**config.mk**
```make
export PLATFORM = sky130hd
export DESIGN_NAME = fft_peak_bin_extractor
export DESIGN_NICKNAME = d
export VERILOG_FILES = /design/src/rtl/fft_peak_pkg.sv /design/src/rtl/fft_mag_sq.sv /design/src/rtl/fft_peak_bin_extractor.sv
export SDC_FILE = /design/constraint.sdc
export NUM_CORES = 2
export LEC_CHECK = 0
export ABC_AREA = 1
export ABC_CLOCK_PERIOD_IN_PS = 6600
export BUFFER_PORTS_ARGS = -buffer_cell sky130_fd_sc_hd__buf_2
export CAP_MARGIN = 40
export CORE_UTILIZATION = 44
export DETAILED_ROUTE_END_ITERATION = 8
export PLACE_DENSITY_LB_ADDON = 0.2
export REMOVE_ABC_BUFFERS = 1
export SYNTH_ARGS = -nofsm -noshare
export SYNTH_HDL_FRONTEND = slang
export SYNTH_SLANG_ARGS = --single-unit
```
**constraint.sdc**
```tcl
create_clock -name clk_in -period 6.6 [get_ports clk_in]
set_clock_uncertainty 0.05 [all_clocks]
set_input_delay 1.32 -clock clk_in [delete_from_list [all_inputs] [get_ports clk_in]]
set_output_delay 1.32 -clock clk_in [all_outputs]
set_load 0.02 [all_outputs]
```
**src/rtl/fft_peak_pkg.sv**
```systemverilog
// Shared types and sizing helpers for the FFT peak-bin extractor.
package fft_peak_pkg;

    typedef enum logic [1:0] {
        ACCUM  = 2'd0,
        REPORT = 2'd1,
        ERR    = 2'd2
    } state_t;

    localparam int MAG_W = 32;

    function automatic int bin_w(input int n);
        return $clog2(n);
    endfunction

endpackage

```
**src/rtl/fft_mag_sq.sv**
```systemverilog
// Three-stage |X|^2 pipeline: S1 capture, S2 square, S3 sum; control bits ride alongside.
module fft_mag_sq
    import fft_peak_pkg::*;
#(
    parameter int BIN_W = 10
) (
    input  logic             clk_in,
    input  logic             rst_n_in,
    input  logic [15:0]      i_re,
    input  logic [15:0]      i_im,
    input  logic             i_valid,
    input  logic             i_last,
    input  logic [BIN_W-1:0] i_bin,
    output logic [MAG_W-1:0] o_mag,
    output logic             o_valid,
    output logic             o_last,
    output logic [BIN_W-1:0] o_bin
);

    logic [15:0]      r1_re, r1_im;
    logic [BIN_W-1:0] r1_bin, r2_bin, r3_bin;
    logic             r1_last, r2_last, r3_last;
    logic             r1_valid, r2_valid, r3_valid;
    logic [31:0]      r2_re_sq, r2_im_sq;
    logic [MAG_W-1:0] r3_mag;
    logic [31:0]      w_re_ext, w_im_ext;

    // Low 32 bits of a product of sign-extended operands equal the signed square.
    assign w_re_ext = {{16{r1_re[15]}}, r1_re};
    assign w_im_ext = {{16{r1_im[15]}}, r1_im};

    always_ff @(posedge clk_in or negedge rst_n_in) begin
        if (!rst_n_in) begin
            r1_valid <= 1'b0;
            r2_valid <= 1'b0;
            r3_valid <= 1'b0;
        end else begin
            r1_valid <= i_valid;
            r2_valid <= r1_valid;
            r3_valid <= r2_valid;
        end
    end

    // NOTE: datapath registers carry no reset; the valid bits qualify them, so
    // leaving them unreset saves reset fan-out without changing behaviour.
    always_ff @(posedge clk_in) begin
        r1_re    <= i_re;
        r1_im    <= i_im;
        r1_bin   <= i_bin;
        r1_last  <= i_last;
        r2_re_sq <= w_re_ext * w_re_ext;
        r2_im_sq <= w_im_ext * w_im_ext;
        r2_bin   <= r1_bin;
        r2_last  <= r1_last;
        r3_mag   <= r2_re_sq + r2_im_sq;
        r3_bin   <= r2_bin;
        r3_last  <= r2_last;
    end

    assign o_mag   = r3_mag;
    assign o_valid = r3_valid;
    assign o_last  = r3_last & r3_valid;
    assign o_bin   = r3_bin;

endmodule

```
**src/rtl/fft_peak_bin_extractor.sv**
```systemverilog
// Per-frame dominant FFT bin finder. Optional `PEAK_SILENCE_GATE_EN reports
// bin 0 with silent_out when the winning |X|^2 is below THRESHOLD.
module fft_peak_bin_extractor
    import fft_peak_pkg::*;
#(
    parameter int          N_FFT     = 1024,
    parameter int          MIN_BIN   = 2,
    parameter int          MAX_BIN   = 511,
    parameter logic [31:0] THRESHOLD = 32'd4096
) (
    input  logic        clk_in,
    input  logic        rst_n_in,
    input  logic [31:0] fft_tdata_in,
    input  logic        fft_tvalid_in,
    input  logic        fft_tlast_in,
    output logic [31:0] peak_bin_out,
    output logic [31:0] peak_mag_out,
    output logic        peak_valid_out,
    output logic        peak_last_out,
    output logic        frame_err_out,
    output logic        silent_out
);

    localparam int               BIN_W = bin_w(N_FFT);
    localparam logic [BIN_W-1:0] MIN_B  = BIN_W'(MIN_BIN);
    localparam logic [BIN_W-1:0] MAX_B  = BIN_W'(MAX_BIN);
    localparam logic [BIN_W-1:0] LAST_B = BIN_W'(N_FFT - 1);
`ifdef PEAK_SILENCE_GATE_EN
    localparam bit SILENCE_GATE = 1'b1;
`else
    localparam bit SILENCE_GATE = 1'b0;
`endif

    state_t           r_state, w_state_next;
    logic [BIN_W-1:0] r_bin_cnt, r_best_bin, r_peak_bin;
    logic [MAG_W-1:0] r_best_mag, r_peak_mag;
    logic             r_have, r_silent;
    logic [MAG_W-1:0] w_mag, w_cand_mag;
    logic [BIN_W-1:0] w_s3_bin, w_cand_bin;
    logic             w_s3_valid, w_s3_last, w_in_win, w_take, w_at_end;
    logic             w_close_ok, w_close_err, w_silent, w_report, w_err;

    // Counter is exactly log2(N_FFT) wide, so bin N_FFT-1 wraps to 0 by itself.
    always_ff @(posedge clk_in or negedge rst_n_in) begin
        if (!rst_n_in)
            r_bin_cnt <= '0;
        else if (fft_tvalid_in)
            r_bin_cnt <= fft_tlast_in ? '0 : r_bin_cnt + 1'b1;
    end

    fft_mag_sq #(.BIN_W(BIN_W)) u_mag_sq (
        .clk_in   (clk_in),
        .rst_n_in (rst_n_in),
        .i_re     (fft_tdata_in[15:0]),
        .i_im     (fft_tdata_in[31:16]),
        .i_valid  (fft_tvalid_in),
        .i_last   (fft_tlast_in),
        .i_bin    (r_bin_cnt),
        .o_mag    (w_mag),
        .o_valid  (w_s3_valid),
        .o_last   (w_s3_last),
        .o_bin    (w_s3_bin)
    );

    assign w_in_win    = (w_s3_bin >= MIN_B) && (w_s3_bin <= MAX_B);
    assign w_take      = w_s3_valid && w_in_win && (!r_have || (w_mag > r_best_mag));
    assign w_cand_mag  = w_take ? w_mag : r_best_mag;
    assign w_cand_bin  = w_take ? w_s3_bin : r_best_bin;
    assign w_at_end    = (w_s3_bin == LAST_B);
    assign w_close_ok  = w_s3_valid && w_s3_last && w_at_end;
    assign w_close_err = w_s3_valid && (w_s3_last != w_at_end);
    assign w_silent    = SILENCE_GATE && (w_cand_mag < THRESHOLD);

    always_ff @(posedge clk_in or negedge rst_n_in) begin
        if (!rst_n_in) begin
            r_best_mag <= '0;
            r_best_bin <= MIN_B;
            r_have     <= 1'b0;
        end else if (w_close_ok || w_close_err) begin
            r_best_mag <= '0;
            r_best_bin <= MIN_B;
            r_have     <= 1'b0;
        end else if (w_take) begin
            r_best_mag <= w_mag;
            r_best_bin <= w_s3_bin;
            r_have     <= 1'b1;
        end
    end

    always_ff @(posedge clk_in or negedge rst_n_in) begin
        if (!rst_n_in) begin
            r_peak_bin <= '0;
            r_peak_mag <= '0;
            r_silent   <= 1'b0;
            r_state    <= ACCUM;
        end else begin
            r_state <= w_state_next;
            if (w_close_ok) begin
                r_peak_bin <= w_silent ? '0 : w_cand_bin;
                r_peak_mag <= w_cand_mag;
                r_silent   <= w_silent;
            end
        end
    end

    // NOTE: every always_comb output gets a default first so no path can infer a latch.
    always_comb begin
        w_state_next = ACCUM;
        w_report     = 1'b0;
        w_err        = 1'b0;
        if (w_close_ok)
            w_state_next = REPORT;
        else if (w_close_err)
            w_state_next = ERR;
        case (r_state)
            REPORT:  w_report = 1'b1;
            ERR:     w_err    = 1'b1;
            default: ;
        endcase
    end

    assign peak_bin_out   = {{(32 - BIN_W){1'b0}}, r_peak_bin};
    assign peak_mag_out   = r_peak_mag;
    assign peak_valid_out = w_report;
    assign peak_last_out  = w_report;
    assign frame_err_out  = w_err;
    assign silent_out     = w_report & r_silent;

endmodule

```
==> impl_summary.txt <==
----------------------------------------------------
[Status]
  Run status ... completed

[Timing]
  Shortest period the worst path allows ... a little over 6 ns
  Number of endpoints with negative hold slack in the final report ... 0
  Total Negative Setup Slacks ... 0 ns
  Worst hold slack ... 0.2742 ns
  Setup repair after global routing missed its margin ... false
  Setup-violating endpoint count in the final report ... 0
  Relative slew slack ... 0.4672
  Share of the cycle needed by the critical path after routing ... 0.9438
  Worst-margin pin slew ... approximately 0.80 ns
  Count of pins over their slew limit ... 0
  Max Freq ... between 0.15 and 0.2 GHz

[Clock tree]
  CTS Hold Buffers Added ... 0
  TritonCTS buffer count ... 31
  Clock tree from TritonCTS ... done
  Clock H-tree levels ... 1
  CTS clk-pin slew, worst paths ... roughly 0.07 ns
  Number of buffers between clock root and the deepest sink ... 3
  Clk Latency, worst-skew pair ... a little under 0.6 ns
  Clock Tree Root ... clkbuf_16
  Sink count of the clock tree ... 259

[Global route]
  Overflow left after global routing ... 0
  Pin count of the biggest net entering global routing ... between 60 and 70
  GRT Overall Usage ... 0.1973
  Wire length of the first global-routing pass ... 106100 um
  Number of global-route vias before repair ... around 21000
  Antenna violations before repair ... 0

[Critical path]
  Critical path fanouts, max ... 14
  CP endpoint kind ... register
  Arrival time of data at the critical path endpoint ... approximately 6.7 ns
  Library cell contributing the largest single delay on the critical path ... fa_1
  Largest stage delay on the critical path ... between 0.6 and 0.7 ns
  R2R Path End ... u_mag_sq.r2_im_sq[27]$_DFF_P_
  Startpoint of the worst-slack reg-to-reg timing path ... u_mag_sq.r1_im[15]$_DFF_P_
  Critical Path RT ... between 7 and 8 ns
  Cell with the most instances on the worst path ... fa_1
  Worst Reg-to-Reg Cells ... 18
  Crit Path Class ... register to register
  Reg2reg setup slack ... between 0.3 and 0.4 ns
  Setup crit start kind ... register
  Crit path from ... u_mag_sq.r1_im[15]$_DFF_P_
  Ordered list of cells on the worst path ... buf_4 > nand2_1 > fa_1 > inv_1 > fa_1 > inv_1 > fa_1 > fa_1 > fa_1 > fa_1 > inv_1 > ha_1 > nand2_1 > nor4_1 > nand4_1 > nand3_1 > a21oi_1 > xnor2_1
  End of the critical path ... u_mag_sq.r2_im_sq[27]$_DFF_P_

[Detailed routing]
  Post-detailed-route via-to-cell ratio ... approximately 4.7
  DR pass1 iterations ... 5
  Drt total wl ... between 60000 and 70000 um
  Routed via count ... 20190
  WL per Instance ... around 14 um
  Detailed-route DRC error count ... 0
  Remaining number of nets flagged by the antenna check after routing ... 0
  Starting DRC count in detailed routing ... about 1100

[Die]
  Initial core utilization ... 0.4488
  Die area ... ~0.066 mm^2
  Top-Level Pins ... between 100 and 150
  Width of the chip ... between 200 and 300 um
  Core region area ... about 0.064 mm^2
  FP Rows ... 92
  Vertical extent of the die ... around 260 um

[Placed design]
  Total placed cells including tap cells ... 4204
  IO buf count ... 80
  Post-DP HPWL ... roughly 51000 um
  GP Congestion ... between 0.8 and 0.9

[Yosys]
  Post-synthesis instance area ... between 0.02 and 0.03 mm^2
  Yosys Warn Count ... 0
  Sequential element share of the synthesized area ... 0.1994
  #FFs+latches synth ... between 200 and 300
  Per-instance average area after synthesis ... between 8 and 9 um^2
  Unique cell type count in the Yosys netlist ... 47
  Synthesized instance count ... between 3000 and 4000

[Job]
  Number of maximum-capacitance violations ... 0

[Layout]
  Multi-input gate area ... 0.01904 mm^2
  Layout Cells excl Fill ... around 4300
  Diode insertion count for antenna repair ... 0
  Sequential cell area ... 0.005689 mm^2
  Share of post-route cells with drive strength above 1 ... 0.06559
  Final #Nets ... 4135
  Layout Area Growth over Synthesis ... 8.551%
  Number of filler instances in the final layout ... about 6300

[Hold path]
  Worst min-delay path category ... register to register

----------------------------------------------------
[worst max-delay path, delay by kind of cell, from the launching register on]
family / cells / cell delay (ns)
xor gates and xnor gates: 1 / 0.14
buffers and inverters: 4 / 0.59
adders and majority gates: 7 / 3.54
DFF: 1 / 0.57
and+or+nand+nor: 5 / 1.11
AOI/OAI and AO/OA: 1 / 0.09
[how the worst min path moves through the flow]
stage | start | to | depth (start not counted)
floorplan | u_mag_sq.r2_bin[0]$_DFF_P_ | u_mag_sq.o_bin[0]$_DFF_P_ | 0
global placement | u_mag_sq.r2_bin[6]$_DFF_P_ | u_mag_sq.o_bin[6]$_DFF_P_ | 0
detailed placement | u_mag_sq.r1_last$_DFF_P_ | u_mag_sq.r2_last$_DFF_P_ | 0
CTS | u_mag_sq.r1_bin[3]$_DFF_P_ | u_mag_sq.r2_bin[3]$_DFF_P_ | 0
global route | u_mag_sq.r2_bin[5]$_DFF_P_ | u_mag_sq.o_bin[5]$_DFF_P_ | 0
finish | u_mag_sq.r2_bin[6]$_DFF_P_ | u_mag_sq.o_bin[6]$_DFF_P_ | 0
[cell usage after synthesis (all sizes together)]
master | number | area, um^2
o221a | 1 | 11.26
fa | 467 | 9349
nand4 | 21 | 131.4
dfrtp | 99 | 2477
and2 | 1 | 6.260
xnor2 | 46 | 402.9
clkinv | 2 | 7.510
a21o | 12 | 90.09
a21oi | 120 | 600.6
o21ai | 62 | 310.3
nand3 | 132 | 660.6
a31oi | 5 | 31.28
a31o | 4 | 35.03
or2 | 9 | 56.30
a211oi | 5 | 42.54
ha | 241 | 3015
buf | 40 | 281.5
o21bai | 19 | 146.4
nor4 | 7 | 43.79
o221ai | 2 | 17.52
nor3b | 1 | 12.51
xor2 | 71 | 621.9
inv | 886 | 3326
nor3 | 13 | 65.06
nand3b | 6 | 45.04
o21a | 6 | 45.04
nand2 | 635 | 2469
a21boi | 9 | 67.57
nor2 | 165 | 621.9
a221oi | 3 | 26.28
dfxtp | 159 | 3183
conb | 1 | 3.750
o211ai | 2 | 15.01
clkbuf | 73 | 274.0
dfstp | 1 | 26.28
[through the flow]
step | worst slack, ns | instance area [um^2] | utilization
floorplan | 0.8430 | 28050 | -
global placement | 0.1505 | 29830 | 0.4695
detailed placement | 0.1817 | 29860 | 0.4699
CTS | 0.1333 | 30950 | 0.4871
global route | 0.04136 | 30960 | 0.4872
finish | 0.3706 | 30960 | 0.4872
[metal layers]
metal	global-route usage	wire, um	up-vias
li1	-	-	9909
met2	0.3468	30550	323
met1	0.2667	27830	9896
met3	0.01661	2262	59
met4	0.03654	970	0
met5	0	0	-
[cell families (layout without fill, tap and decap cells)]
kind of cell             Yosys count  in the layout  share of synthesized area
buffers and inverters           1001           1068                     0.1364
AND/OR/NAND/NOR                  990            990                     0.1442
adder cells (fa/ha/maj)          708            708                     0.4336
flip-flops                       259            259                     0.1994
AO/OA/AOI/OAI                    250            250                    0.05045
XOR/XNOR                         117            117                    0.03593
other                              1             23                  0.0001315
[state kept, by name, indices dropped and copies added, names as in the netlist]
signal,flops
peak_mag_out,32
r_best_bin,10
r_best_mag,32
r_bin_cnt,10
r_have,1
r_peak_bin,10
r_state,2
u_mag_sq.o_bin,10
u_mag_sq.o_mag,32
u_mag_sq.o_valid,1
u_mag_sq.r1_bin,10
u_mag_sq.r1_im,16
u_mag_sq.r1_last,1
u_mag_sq.r1_re,16
u_mag_sq.r1_valid,1
u_mag_sq.r2_bin,10
u_mag_sq.r2_im_sq,31
u_mag_sq.r2_last,1
u_mag_sq.r2_re_sq,31
u_mag_sq.r2_valid,1
u_mag_sq.r3_last,1
[layout make-up]
| cell class | instances | share of cell area |
|---|---|---|
| Tap cell | 846 | 0.03419 |
| Clock buffer | 38 | 0.02756 |
| Timing Repair Buffer | 123 | 0.02409 |
| Multi-Input combinational cell | 2088 | 0.6150 |
| Clock inverter | 19 | 0.007720 |
| Sequential cell | 259 | 0.1838 |
| Inverter | 888 | 0.1077 |
[cells in the final DEF (no fill, tap or decap), types with 32 or more instances in the layout]
master / instances
fa_1: 467
o21ai_0: 59
nor2_1: 164
dfrtp_1: 99
xor2_1: 71
buf_2: 79
nand3_1: 132
dfxtp_1: 157
nand2_1: 605
clkbuf_16: 32
xnor2_1: 46
inv_1: 885
a21oi_1: 120
ha_1: 241
buf_4: 43
[repair_timing]
item	CTS	global route
gates resized for setup	0	3
buffers inserted	0	0
endpoints found under the setup margin	0	2
Power is left out: the tool's default activity adds up to more than one toggle a clock period on the data nets, which glitch-free logic cannot reach.
